`src/rtl/alu_seq_pkg.sv`:
```
// rtl/alu_seq_pkg.sv - op codes and FSM state encoding shared by the alu_seq slice
package alu_seq_pkg;

  localparam logic [3:0] ALU_ADD  = 4'h0;
  localparam logic [3:0] ALU_SUB  = 4'h1;
  localparam logic [3:0] ALU_MUL  = 4'h2;
  localparam logic [3:0] ALU_DIV  = 4'h3;
  localparam logic [3:0] ALU_SHL  = 4'h4;
  localparam logic [3:0] ALU_SHR  = 4'h5;
  localparam logic [3:0] ALU_ROL  = 4'h6;
  localparam logic [3:0] ALU_ROR  = 4'h7;
  localparam logic [3:0] ALU_AND  = 4'h8;
  localparam logic [3:0] ALU_OR   = 4'h9;
  localparam logic [3:0] ALU_XOR  = 4'hA;
  localparam logic [3:0] ALU_NOR  = 4'hB;
  localparam logic [3:0] ALU_NAND = 4'hC;
  localparam logic [3:0] ALU_XNOR = 4'hD;
  localparam logic [3:0] ALU_GT   = 4'hE;
  localparam logic [3:0] ALU_EQ   = 4'hF;

  typedef enum logic [1:0] {
    S_IDLE = 2'd0,
    S_MUL  = 2'd1,
    S_DIV  = 2'd2,
    S_DONE = 2'd3
  } state_t;

endpackage

```
`src/rtl/alu_seq_muldiv.sv`:
```
// rtl/alu_seq_muldiv.sv - iterative shift-add multiplier / restoring divider, one bit per clock
module alu_seq_muldiv #(
  parameter int WIDTH = 8
) (
  input  logic                 clk,
  input  logic                 rst_n,
  input  logic                 start,
  input  logic                 is_div,
  input  logic [WIDTH-1:0]     a,
  input  logic [WIDTH-1:0]     b,
  output logic                 done,
  output logic [2*WIDTH-1:0]   res
);

  localparam int CW = $clog2(WIDTH);
  localparam logic [CW-1:0] LAST = CW'(WIDTH - 1);

  logic                 busy_q, busy_d;
  logic                 div_q, div_d;
  logic [CW-1:0]        cnt_q, cnt_d;
  logic [2*WIDTH-1:0]   acc_q, acc_d;
  logic [WIDTH-1:0]     opnd_q, opnd_d;

  logic [WIDTH:0]       mul_sum;
  logic [WIDTH:0]       trial;
  logic                 ge;
  logic [WIDTH-1:0]     rem_new;
  logic [2*WIDTH-1:0]   step;

  // acc holds {partial, multiplier} for MUL and {remainder, dividend/quotient} for DIV
  always_comb begin
    mul_sum = {1'b0, acc_q[2*WIDTH-1:WIDTH]} + (acc_q[0] ? {1'b0, opnd_q} : {(WIDTH+1){1'b0}});
    trial   = acc_q[2*WIDTH-1:WIDTH-1];
    ge      = (trial >= {1'b0, opnd_q});
    rem_new = ge ? (trial[WIDTH-1:0] - opnd_q) : trial[WIDTH-1:0];
    step    = div_q ? {rem_new, acc_q[WIDTH-2:0], ge} : {mul_sum, acc_q[WIDTH-1:1]};
  end

  assign done = busy_q && (cnt_q == LAST);
  assign res  = step;

  always_comb begin
    busy_d = busy_q;
    div_d  = div_q;
    cnt_d  = cnt_q;
    acc_d  = acc_q;
    opnd_d = opnd_q;
    if (start) begin
      busy_d = 1'b1;
      div_d  = is_div;
      cnt_d  = '0;
      acc_d  = {{WIDTH{1'b0}}, (is_div ? a : b)};
      opnd_d = is_div ? b : a;
    end else if (busy_q) begin
      acc_d = step;
      if (cnt_q == LAST) begin
        busy_d = 1'b0;
        cnt_d  = '0;
      end else begin
        cnt_d = cnt_q + 1'b1;
      end
    end
  end

  always_ff @(posedge clk or negedge rst_n) begin
    if (!rst_n) begin
      busy_q <= 1'b0;
      div_q  <= 1'b0;
      cnt_q  <= '0;
      acc_q  <= '0;
      opnd_q <= '0;
    end else begin
      busy_q <= busy_d;
      div_q  <= div_d;
      cnt_q  <= cnt_d;
      acc_q  <= acc_d;
      opnd_q <= opnd_d;
    end
  end

endmodule

```
`src/rtl/alu_seq.sv`:
```
// rtl/alu_seq.sv - sequential ALU top: handshakes, FSM, single-cycle decode, result/flag registers
module alu_seq
  import alu_seq_pkg::*;
#(
  parameter int WIDTH = 8
) (
  input  logic                 clk,
  input  logic                 rst_n,
  input  logic                 in_valid,
  output logic                 in_ready,
  input  logic [WIDTH-1:0]     a,
  input  logic [WIDTH-1:0]     b,
  input  logic [3:0]           op,
  output logic                 out_valid,
  input  logic                 out_ready,
  output logic [2*WIDTH-1:0]   result,
  output logic                 carry,
  output logic                 zero,
  output logic                 div_by_zero
);

  state_t               state_q, state_d;
  logic [2*WIDTH-1:0]   result_q, result_d;
  logic                 carry_q, carry_d;
  logic                 zero_q, zero_d;
  logic                 dbz_q, dbz_d;

  logic                 accept;
  logic                 md_start;
  logic                 md_done;
  logic [2*WIDTH-1:0]   md_res;
  logic [WIDTH:0]       add_sum;
  logic [WIDTH:0]       sub_diff;
  logic [2*WIDTH-1:0]   sc_res;
  logic                 sc_carry;

  assign in_ready  = (state_q == S_IDLE);
  assign out_valid = (state_q == S_DONE);
  assign accept    = in_valid && in_ready;

  assign add_sum  = {1'b0, a} + {1'b0, b};
  assign sub_diff = {1'b0, a} - {1'b0, b};

  // DIV only reaches this decode when b == 0: saturated quotient, remainder = a
  always_comb begin
    sc_res   = '0;
    sc_carry = 1'b0;
    case (op)
      ALU_ADD:  begin sc_res = {{(WIDTH-1){1'b0}}, add_sum}; sc_carry = add_sum[WIDTH]; end
      ALU_SUB:  begin sc_res = {{WIDTH{1'b0}}, sub_diff[WIDTH-1:0]}; sc_carry = sub_diff[WIDTH]; end
      ALU_MUL:  sc_res = '0;
      ALU_DIV:  sc_res = {a, {WIDTH{1'b1}}};
      ALU_SHL:  sc_res = {{WIDTH{1'b0}}, a[WIDTH-2:0], 1'b0};
      ALU_SHR:  sc_res = {{WIDTH{1'b0}}, 1'b0, a[WIDTH-1:1]};
      ALU_ROL:  sc_res = {{WIDTH{1'b0}}, a[WIDTH-2:0], a[WIDTH-1]};
      ALU_ROR:  sc_res = {{WIDTH{1'b0}}, a[0], a[WIDTH-1:1]};
      ALU_AND:  sc_res = {{WIDTH{1'b0}}, a & b};
      ALU_OR:   sc_res = {{WIDTH{1'b0}}, a | b};
      ALU_XOR:  sc_res = {{WIDTH{1'b0}}, a ^ b};
      ALU_NOR:  sc_res = {{WIDTH{1'b0}}, ~(a | b)};
      ALU_NAND: sc_res = {{WIDTH{1'b0}}, ~(a & b)};
      ALU_XNOR: sc_res = {{WIDTH{1'b0}}, ~(a ^ b)};
      ALU_GT:   sc_res = {{(2*WIDTH-1){1'b0}}, (a > b)};
      ALU_EQ:   sc_res = {{(2*WIDTH-1){1'b0}}, (a == b)};
      default:  sc_res = '0;
    endcase
  end

  always_comb begin
    state_d  = state_q;
    result_d = result_q;
    carry_d  = carry_q;
    zero_d   = zero_q;
    dbz_d    = dbz_q;
    md_start = 1'b0;
    case (state_q)
      S_IDLE: begin
        if (accept) begin
          if (op == ALU_MUL) begin
            md_start = 1'b1;
            state_d  = S_MUL;
          end else if ((op == ALU_DIV) && (b != '0)) begin
            md_start = 1'b1;
            state_d  = S_DIV;
          end else begin
            result_d = sc_res;
            carry_d  = sc_carry;
            zero_d   = (sc_res == '0);
            dbz_d    = (op == ALU_DIV);
            state_d  = S_DONE;
          end
        end
      end
      S_MUL, S_DIV: begin
        if (md_done) begin
          result_d = md_res;
          carry_d  = 1'b0;
          zero_d   = (md_res == '0);
          dbz_d    = 1'b0;
          state_d  = S_DONE;
        end
      end
      S_DONE: begin
        if (out_ready) state_d = S_IDLE;
      end
      default: state_d = S_IDLE;
    endcase
  end

  always_ff @(posedge clk or negedge rst_n) begin
    if (!rst_n) begin
      state_q  <= S_IDLE;
      result_q <= '0;
      carry_q  <= 1'b0;
      zero_q   <= 1'b0;
      dbz_q    <= 1'b0;
    end else begin
      state_q  <= state_d;
      result_q <= result_d;
      carry_q  <= carry_d;
      zero_q   <= zero_d;
      dbz_q    <= dbz_d;
    end
  end

  assign result      = result_q;
  assign carry       = carry_q;
  assign zero        = zero_q;
  assign div_by_zero = dbz_q;

  alu_seq_muldiv #(.WIDTH(WIDTH)) u_muldiv (
    .clk    (clk),
    .rst_n  (rst_n),
    .start  (md_start),
    .is_div (op == ALU_DIV),
    .a      (a),
    .b      (b),
    .done   (md_done),
    .res    (md_res)
  );

endmodule

```
`config.mk`:
```
export PLATFORM = sky130hd
export DESIGN_NAME = alu_seq
export DESIGN_NICKNAME = d
export VERILOG_FILES = /design/src/rtl/alu_seq_pkg.sv /design/src/rtl/alu_seq_muldiv.sv /design/src/rtl/alu_seq.sv
export SDC_FILE = /design/constraint.sdc
export NUM_CORES = 1
export LEC_CHECK = 0
export BUFFER_PORTS_ARGS = -buffer_cell sky130_fd_sc_hd__buf_4
export CAP_MARGIN = 20
export CORE_ASPECT_RATIO = 2
export CORE_MARGIN = 4
export CORE_UTILIZATION = 45
export DETAILED_ROUTE_END_ITERATION = 8
export GPL_ROUTABILITY_DRIVEN = 0
export PLACE_DENSITY = 0.64
export SLEW_MARGIN = 20
export SYNTH_ARGS = -nofsm -noshare
export SYNTH_HDL_FRONTEND = slang
export SYNTH_SLANG_ARGS = --single-unit
export TNS_END_PERCENT = 100
```
`constraint.sdc`:
```
create_clock -name clk -period 4.5 [get_ports clk]
set_clock_uncertainty 0.2 [all_clocks]
set_input_delay 1.125 -clock clk [delete_from_list [all_inputs] [get_ports clk]]
set_output_delay 1.125 -clock clk [all_outputs]
set_load 0.005 [all_outputs]
```
Word level (Yosys, flattened, before mapping)
Cells that the tools add are included.
{"block": "classes", "n_addsub": 5, "magnitude_cmp": 2, "n_eq_ne": 25, "mux": 44, "n_bitwise": 6, "n_reduce_logical": 13}
{"operator": "$pmux W16 S16", "n": 1}
{"operator": "$mux W16", "n": 7}
{"operator": "$eq A4 B4 Y1 const B", "n": 8}
{"operator": "$logic_not A16 Y1", "n": 2}
{"operator": "$mux W8", "n": 4}
{"operator": "$pmux W16 S2", "n": 1}
{"operator": "$not A8 Y8", "n": 3}
{"operator": "$mux W1", "n": 19}
{"operator": "$eq A4 B3 Y1 const B", "n": 4}
{"operator": "$add A8 B8 Y9", "n": 1}
{"operator": "$add A8 B9 Y9", "n": 1}
{"operator": "$ge A9 B8 Y1", "n": 1}
{"operator": "$mux W3", "n": 3}
{"operator": "$sub A8 B8 Y9", "n": 1}
{"operator": "$and A8 B8 Y8", "n": 1}
{"operator": "$eq A4 B2 Y1 const B", "n": 2}
{"operator": "$eq A8 B8 Y1", "n": 1}
{"operator": "$gt A8 B8 Y1", "n": 1}
{"operator": "$mux W2", "n": 4}
{"operator": "$or A8 B8 Y8", "n": 1}
{"operator": "$pmux W1 S2", "n": 4}
{"operator": "$reduce_bool A8 Y1", "n": 1}
{"operator": "$sub A8 B8 Y8", "n": 1}
{"operator": "$xor A8 B8 Y8", "n": 1}
{"operator": "15 further kinds", "n": 22}
{"block": "totals", "reg_bits": 50, "in_bits": 24, "out_inout_bits": 21, "elab_cells": 105}

Logic depth before layout (Yosys ltp)
Gate-level depths: netlist of the first run.
{"block": "logic_depth", "ltp_word": 8, "depth_mapped": 12, "mapped_depth_nobuf": 12}

By module
Synthesis of the first run repeated with hierarchy kept, for this count alone.
{"block": "unflattened", "hier_cells": 665, "hier_area_um2": 5297.6}
{"module": "alu_seq", "instances": 1, "cells_per_inst": 382, "area_each_um2": 2869.0, "seq_area_each_um2": 525.5}
{"module": "alu_seq_muldiv", "instances": 1, "cells_per_inst": 283, "area_each_um2": 2428.6, "seq_area_each_um2": 725.7}

Least setup slack after synthesis of the first run
OpenSTA, ideal clock, no wires.
{"block": "synth_timing", "kind": "input to register", "start": "in b[3]", "end": "reg zero_q, in the netlist zero", "setup_ps": 118, "arrival_ps": 2968, "required_time_ps": 4182, "path_slack_ps": 1214, "stages": 10, "path_buffers": 1, "cell_sequence": "inv_1 -> ha_1 -> clkbuf_1 -> inv_1 -> o31a_1 -> o31ai_1 -> or3_1 -> nand2_1 -> or3_1 -> a21o_1"}
{"block": "synth_via", "elab_chain_len": 8, "word_cells_on_any_way": 20, "classes_between": "add/sub (2); order compare (1); eq/ne (2); mux (5); bitwise (6); reduce/logical (4)"}
{"element": "start, declared", "line": "alu_seq.sv:12", "rtl": "input logic [WIDTH-1:0] b,"}
{"element": "parallel branches: the longest is 8 deep, another holds $sub A8 B8 Y9"}
{"element": "end signal, assigned", "line": "alu_seq.sv:121", "rtl": "zero_q <= zero_d;"}
{"element": "end, declared", "line": "alu_seq.sv:25", "rtl": "logic zero_q, zero_d;"}
Several ways; the timed one is not identified. The select of a mux whose other input is x is not followed.
A chain may end at the register's enable or synchronous reset.

Worst setup path in the final report of the first run
Same ends and word-level chain as after synthesis.

==> impl_metrics.toml, run 1 <==
[sta]
setup-violations-final = 0
rsz0062_at_grt = "no"
fin_crit_ns = 3.96
slew-limit-headroom = 0.311
finalHoldViolCount = 0
tightestPinTransition_ns = 1.02
fin_crit_sh = 0.879
fin_tns_setup_ns = 0
fin_ws_ns = 0.543
holdWs_ns = 0.288
slew_viol_final = 0
timing.fmax_mhz = 253

[floorplan]
start_util = 0.457
rows = 55
fp.dieW_um = 83.7
dieArea_um2 = 13400
core_area_um2 = 11300
io_pins = 45
die-height_um = 159

[routing]
ant_nets = 0
wl_per_cell_um = 22.1
first_iter_violations = 391
via_per_inst = 6.40
drt_wl_total_mm = 18.3
vias = 5296
post-route-drc-count = 0
drtPass1Iterations = 5

[finish]
diodes = 0
multiInputGateArea_um2 = 3540
layoutNonFillerInstCount = 828
nets = 757
fin_util = 0.505
ff_latch_area_um2 = 1250
syn2layout_area_growth_pct = 10.4
fill_cells = 1134
drive_above_1_share = 0.111
final_area_um2 = 5700

[power]
p_total_mw = 3.99
power_density_nw_per_um2 = 700
leakagePower_nw = 2.52
ir_worst_vdd_mv = 0.346

[synth]
avgSynthCellArea_um2 = 7.74
synth_cells = 667
synth_cell_types = 71
synthArstFlopShare = 1.00
yosysWarnings = 0
synth_edf_count = 0
synth_nets = 739
yosys-top-cells-area = "dfrtp_1, ha_1, nor2_1"
synth-seq-cells = 50
synth_ff_type = "dfrtp_1"
ys_seq_area_frac = 0.242
syn-cell-area_um2 = 5160
yosysTopAreaCellShare = 0.242
yosysTopAreaCell = "dfrtp_1"

[placed_design]
dp_cells = 820
pre_cts_ws_ns = 0.519
dpl-instance-area_um2 = 5560
portBuffers = 44
hpwlAfterDp_mm = 14.0

[run]
cap_viol_max_count = 0

[worst_hold_path]
worstHoldStart = "carry"
min_path_type = "register to register"

[clock_tree]
ctsResizeCount = 0
clk_latency_ns = 0.30
cts_root_buf = "clkbuf_16"
clock_sinks = 50
cts_tree = "built"
clkTransAtPathRegs_ns = 0.07
postCtsHoldBufs = 0
numCtsBuffers = 5
cts_buffer_depth = 2
cts_setup_buffers = 0
h-tree-depth = 2

[worst_setup_path]
r2r-start = "u_muldiv.div_q"
cp-startpoint = "b[3]"
cp-start-kind = "input pin"
path_delay_family = "simple AND/OR/NAND/NOR gates"
crit_path_top_delay_cell = "nor4_1"
crit_path_end_kind = "register"
arrival_ns = 4.00
critPathRequiredTime_ns = 4.54
worstPathMaxFanout = 5
max_stage_delay_ns = 0.88
critPathKind = "input pin to register"
crit_path_cell_trace = "buf_4, nor4_1, a31oi_1, or3_1, a31oi_1, nor4b_1, and4b_1, a21o_1"
critical_path_buf_inv_count = 1
cp_common_cell = "a31oi_1"

[global_routing]
antenna_found_initial = 0
overflow = 0
grt_pass1_vias = 5346
grt_pass1_wl_mm = 28.3
grt_usage = 0.269
grt_max_degree = 51

[status]
outcome = "finished clean"
[per-layer routing]
metal,part of all wire,GRT usage
met1,0.33,0.248
met3,0.043,0.0254
met4,0.073,0.187
met2,0.55,0.528
met5,0,0
[cell usage in the layout, fill, tap and decap left out, drive strengths merged, types with 7 or more instances in the layout]
cell type / count
a211oi: 11
a21o: 8
a21oi: 46
a22oi: 11
a31oi: 20
and2: 11
buf: 55
dfrtp: 50
ha: 44
inv: 47
mux2i: 18
nand2: 66
nand2b: 9
nand3: 15
nor2: 71
nor2b: 7
nor3: 13
o211ai: 9
o21ai: 46
or3: 9
xnor2: 9
[cells by family (layout without fill, tap and decap cells)]
family | Yosys count | count (layout) | synth area share
and+or+nand+nor | 231 | 231 | 0.216
AOI/OAI and AO/OA | 214 | 214 | 0.286
buffers and inverters | 91 | 110 | 0.0720
DFF | 50 | 50 | 0.242
adders and majority gates | 48 | 48 | 0.122
muxes | 21 | 21 | 0.0415
xor gates and xnor gates | 12 | 12 | 0.0204
[flip-flops by register name, indices dropped and copies added, names as in the netlist]
signal and flops:
carry 1, result 16, div_by_zero 1, u_muldiv.busy_q 1, u_muldiv.opnd_q 8, u_muldiv.div_q 1
zero 1, state_q 2, u_muldiv.acc_q 16, u_muldiv.cnt_q 3
[power by group]
group	internal, mW	total [mW]	switching (mW)	leakage (nW)
combinational	1.14	2.72	1.58	1.85
sequential	0.664	0.893	0.229	0.596
clock	0.207	0.379	0.172	0.0708
total	2.01	3.99	1.98	2.52
[worst min-delay path, stage by stage, from the launching register on]
cell and delay, ns:
dfrtp_1 0.34, nand2_1 0.05, o21ai_0 0.06
[Yosys cell counts (9+ instances only)]
library cell	n
ha_1	44
nand3_1	14
and2_1	11
buf_2	12
a22oi_1	11
inv_1	47
o211ai_1	9
nand2b_1	9
nand2_1	66
a31oi_1	20
clkbuf_1	28
a211oi_1	11
nor3_1	13
o21ai_0	44
xnor2_1	9
or3_1	9
a21oi_1	44
dfrtp_1	50
nor2_1	71
mux2i_1	18
[final cells by class]
| cell class | count | share of cell area |
|---|---|---|
| repair buffers | 55 | 0.0724 |
| clock inverters | 2 | 0.00241 |
| inverters | 47 | 0.0310 |
| well taps | 142 | 0.0312 |
| flip-flops and latches | 50 | 0.220 |
| multi-input cells | 526 | 0.621 |
| clock buffers | 6 | 0.0226 |
[path summary, 6_finish.rpt]
kind	slack (ns)	depth (start not counted)	end
hold reg to reg	0.29	2	carry
max in group asynchronous	3.02	1	result[13]
setup / recovery	0.54	8	zero
min in group asynchronous	0.64	1	u_muldiv.opnd_q[2]
hold / removal	0.29	2	carry
setup reg to reg	1.04	8	zero
Note: power is estimated with default switching activity, not from simulation.
==> run 2, diff against run 1 <==
- clock period: 4.5 -> 5.1 ns (I/O delays scaled with it)
==> impl_metrics.toml, run 2 (synthesis results as in run 1) <==
[global_routing]
grt_max_degree = 51
grt_pass1_wl_mm = 27.4
use_met1 = 0.236
grt_usage = 0.260
met3_usage = 0.0176
antenna_found_initial = 0
gr-usage-met2 = 0.512
grt_pass1_vias = 5306
top_usage_layer = "met2"
overflow = 0

[routing]
wl_per_cell_um = 21.6
post-route-drc-count = 0
drtPass1Iterations = 5
first_iter_violations = 247
via_per_inst = 6.30
drt_wl_total_mm = 17.8
ant_nets = 0
vias = 5187

[worst_setup_path]
max_stage_delay_ns = 0.86
critPathKind = "input pin to register"
cp-endpoint = "zero"
crit_path_cell_trace = "buf_4, nor4_1, a31oi_1, or3_1, a31oi_1, nor4b_1, and4b_1, a21o_1"
crit_path_top_delay_cell = "nor4_1"
cp_common_cell = "a31oi_1"
crit_path_end_kind = "register"
cp-startpoint = "b[3]"
critical_path_buf_inv_count = 1
reg2reg_depth = 11
path_delay_family = "simple AND/OR/NAND/NOR gates"
arrival_ns = 4.35
timing.rr.end = "result[14]"
worstPathMaxFanout = 9
r2r-start = "u_muldiv.acc_q[7]"
crit_cells = 8
reg2reg_slack_ns = 1.77
critPathRequiredTime_ns = 5.14
cp-start-kind = "input pin"

[finish]
syn2layout_area_growth_pct = 10.1
fin_util = 0.503
layout_commonest_cell = "nor2_1"
mostFrequentLayoutCells = "nor2_1, nand2_1, dfrtp_1, buf_4, inv_1"
drive_above_1_share = 0.103
diodes = 0
nets = 752

[sta]
fin_tns_setup_ns = 0
slew-limit-headroom = 0.328
holdWs_ns = 0.289
fin_crit_ns = 4.31
fin_crit_sh = 0.846
timing.fmax_mhz = 232
rsz0062_at_grt = "no"
setup-violations-final = 0
slew_viol_final = 0
fin_ws_ns = 0.786
tightestPinTransition_ns = 0.999
finalHoldViolCount = 0

[clock_tree]
cts_tree = "built"
cts_setup_buffers = 0
clock_sinks = 50
postCtsHoldBufs = 0
ctsResizeCount = 0
h-tree-depth = 2
numCtsBuffers = 5
cts_buffer_depth = 2
clk_latency_ns = 0.30
clkTransAtPathRegs_ns = 0.07
cts_root_buf = "clkbuf_16"

[floorplan]
dieArea_um2 = 13400
start_util = 0.457
fp.dieW_um = 83.7
io_pins = 45
rows = 55
core_area_um2 = 11300
die-height_um = 159

[status]
outcome = "finished clean"

[placed_design]
hpwlAfterDp_mm = 14.0
portBuffers = 44
pre_cts_ws_ns = 0.655

[power]
power_density_nw_per_um2 = 629
ir_worst_vdd_mv = 0.245
leakagePower_nw = 2.50

[worst_hold_path]
min_path_type = "register to register"

[run]
cap_viol_max_count = 0
==> run 2: changes by cell type in the layout (fill, tap and decap cells not counted) <==
| cell | previous run | this run |
|---|---|---|
| bufinv_16 | 0 | 1 |
| clkinv_2 | 1 | 0 |
| clkinv_4 | 1 | 0 |
| buf_4 | 55 | 50 |
| clkbuf_1 | 1 | 2 |
==> run 2: layout make-up <==
class	count	area, um2
timing repair buffer	50	375
clock buffer	7	133
inverter	47	176
fill	1147	5600
multi-input combinational	526	3540
tap	142	178
sequential	50	1250
clock inverter	1	30.0
==> run 2: worst register-to-register path: cells and delay by family, from the launching register on <==
kind	cells	cell delay [ns]
AO/OA/AOI/OAI	6	1.52
adder cells (fa/ha/maj)	2	0.67
flip-flops	1	0.39
multiplexers	1	0.29
buffers and inverters	2	0.17
==> run 2: through the flow <==
step | area (um2) | power (mW) | instances
after detailed placement | 5520 | 3.17 | 815
after floorplan | 5160 | 2.49 | 667
after CTS | 5680 | 3.57 | 823
after global placement | 5520 | 3.12 | 815
after global routing | 5680 | 3.85 | 823
final | 5680 | 3.57 | 823
==> run 2: routing by layer <==
layer  vias up  routed length (um)
met5         -                   0
met4         0                1410
met3        79                 642
met2       202                9900
met1      2458                5820
li1       2448                   -
==> run 2: how the worst min path moves through the flow <==
stage / startpoint / to / slack (ns) / cells after the start
final: div_by_zero / div_by_zero / 0.29 / 1
after global routing: carry / carry / 0.33 / 2
after CTS: div_by_zero / div_by_zero / 0.29 / 1
after detailed placement: div_by_zero / div_by_zero / 0.28 / 1
after global placement: div_by_zero / div_by_zero / 0.27 / 1
after floorplan: carry / carry / 0.27 / 2
==> run 2: power by group <==
| part | total, mW | switching [mW] | internal (mW) |
|---|---|---|---|
| Clock | 0.382 | 0.150 | 0.232 |
| Combinational | 2.40 | 1.40 | 1.00 |
| Sequential | 0.788 | 0.202 | 0.586 |
| Total | 3.57 | 1.75 | 1.82 |
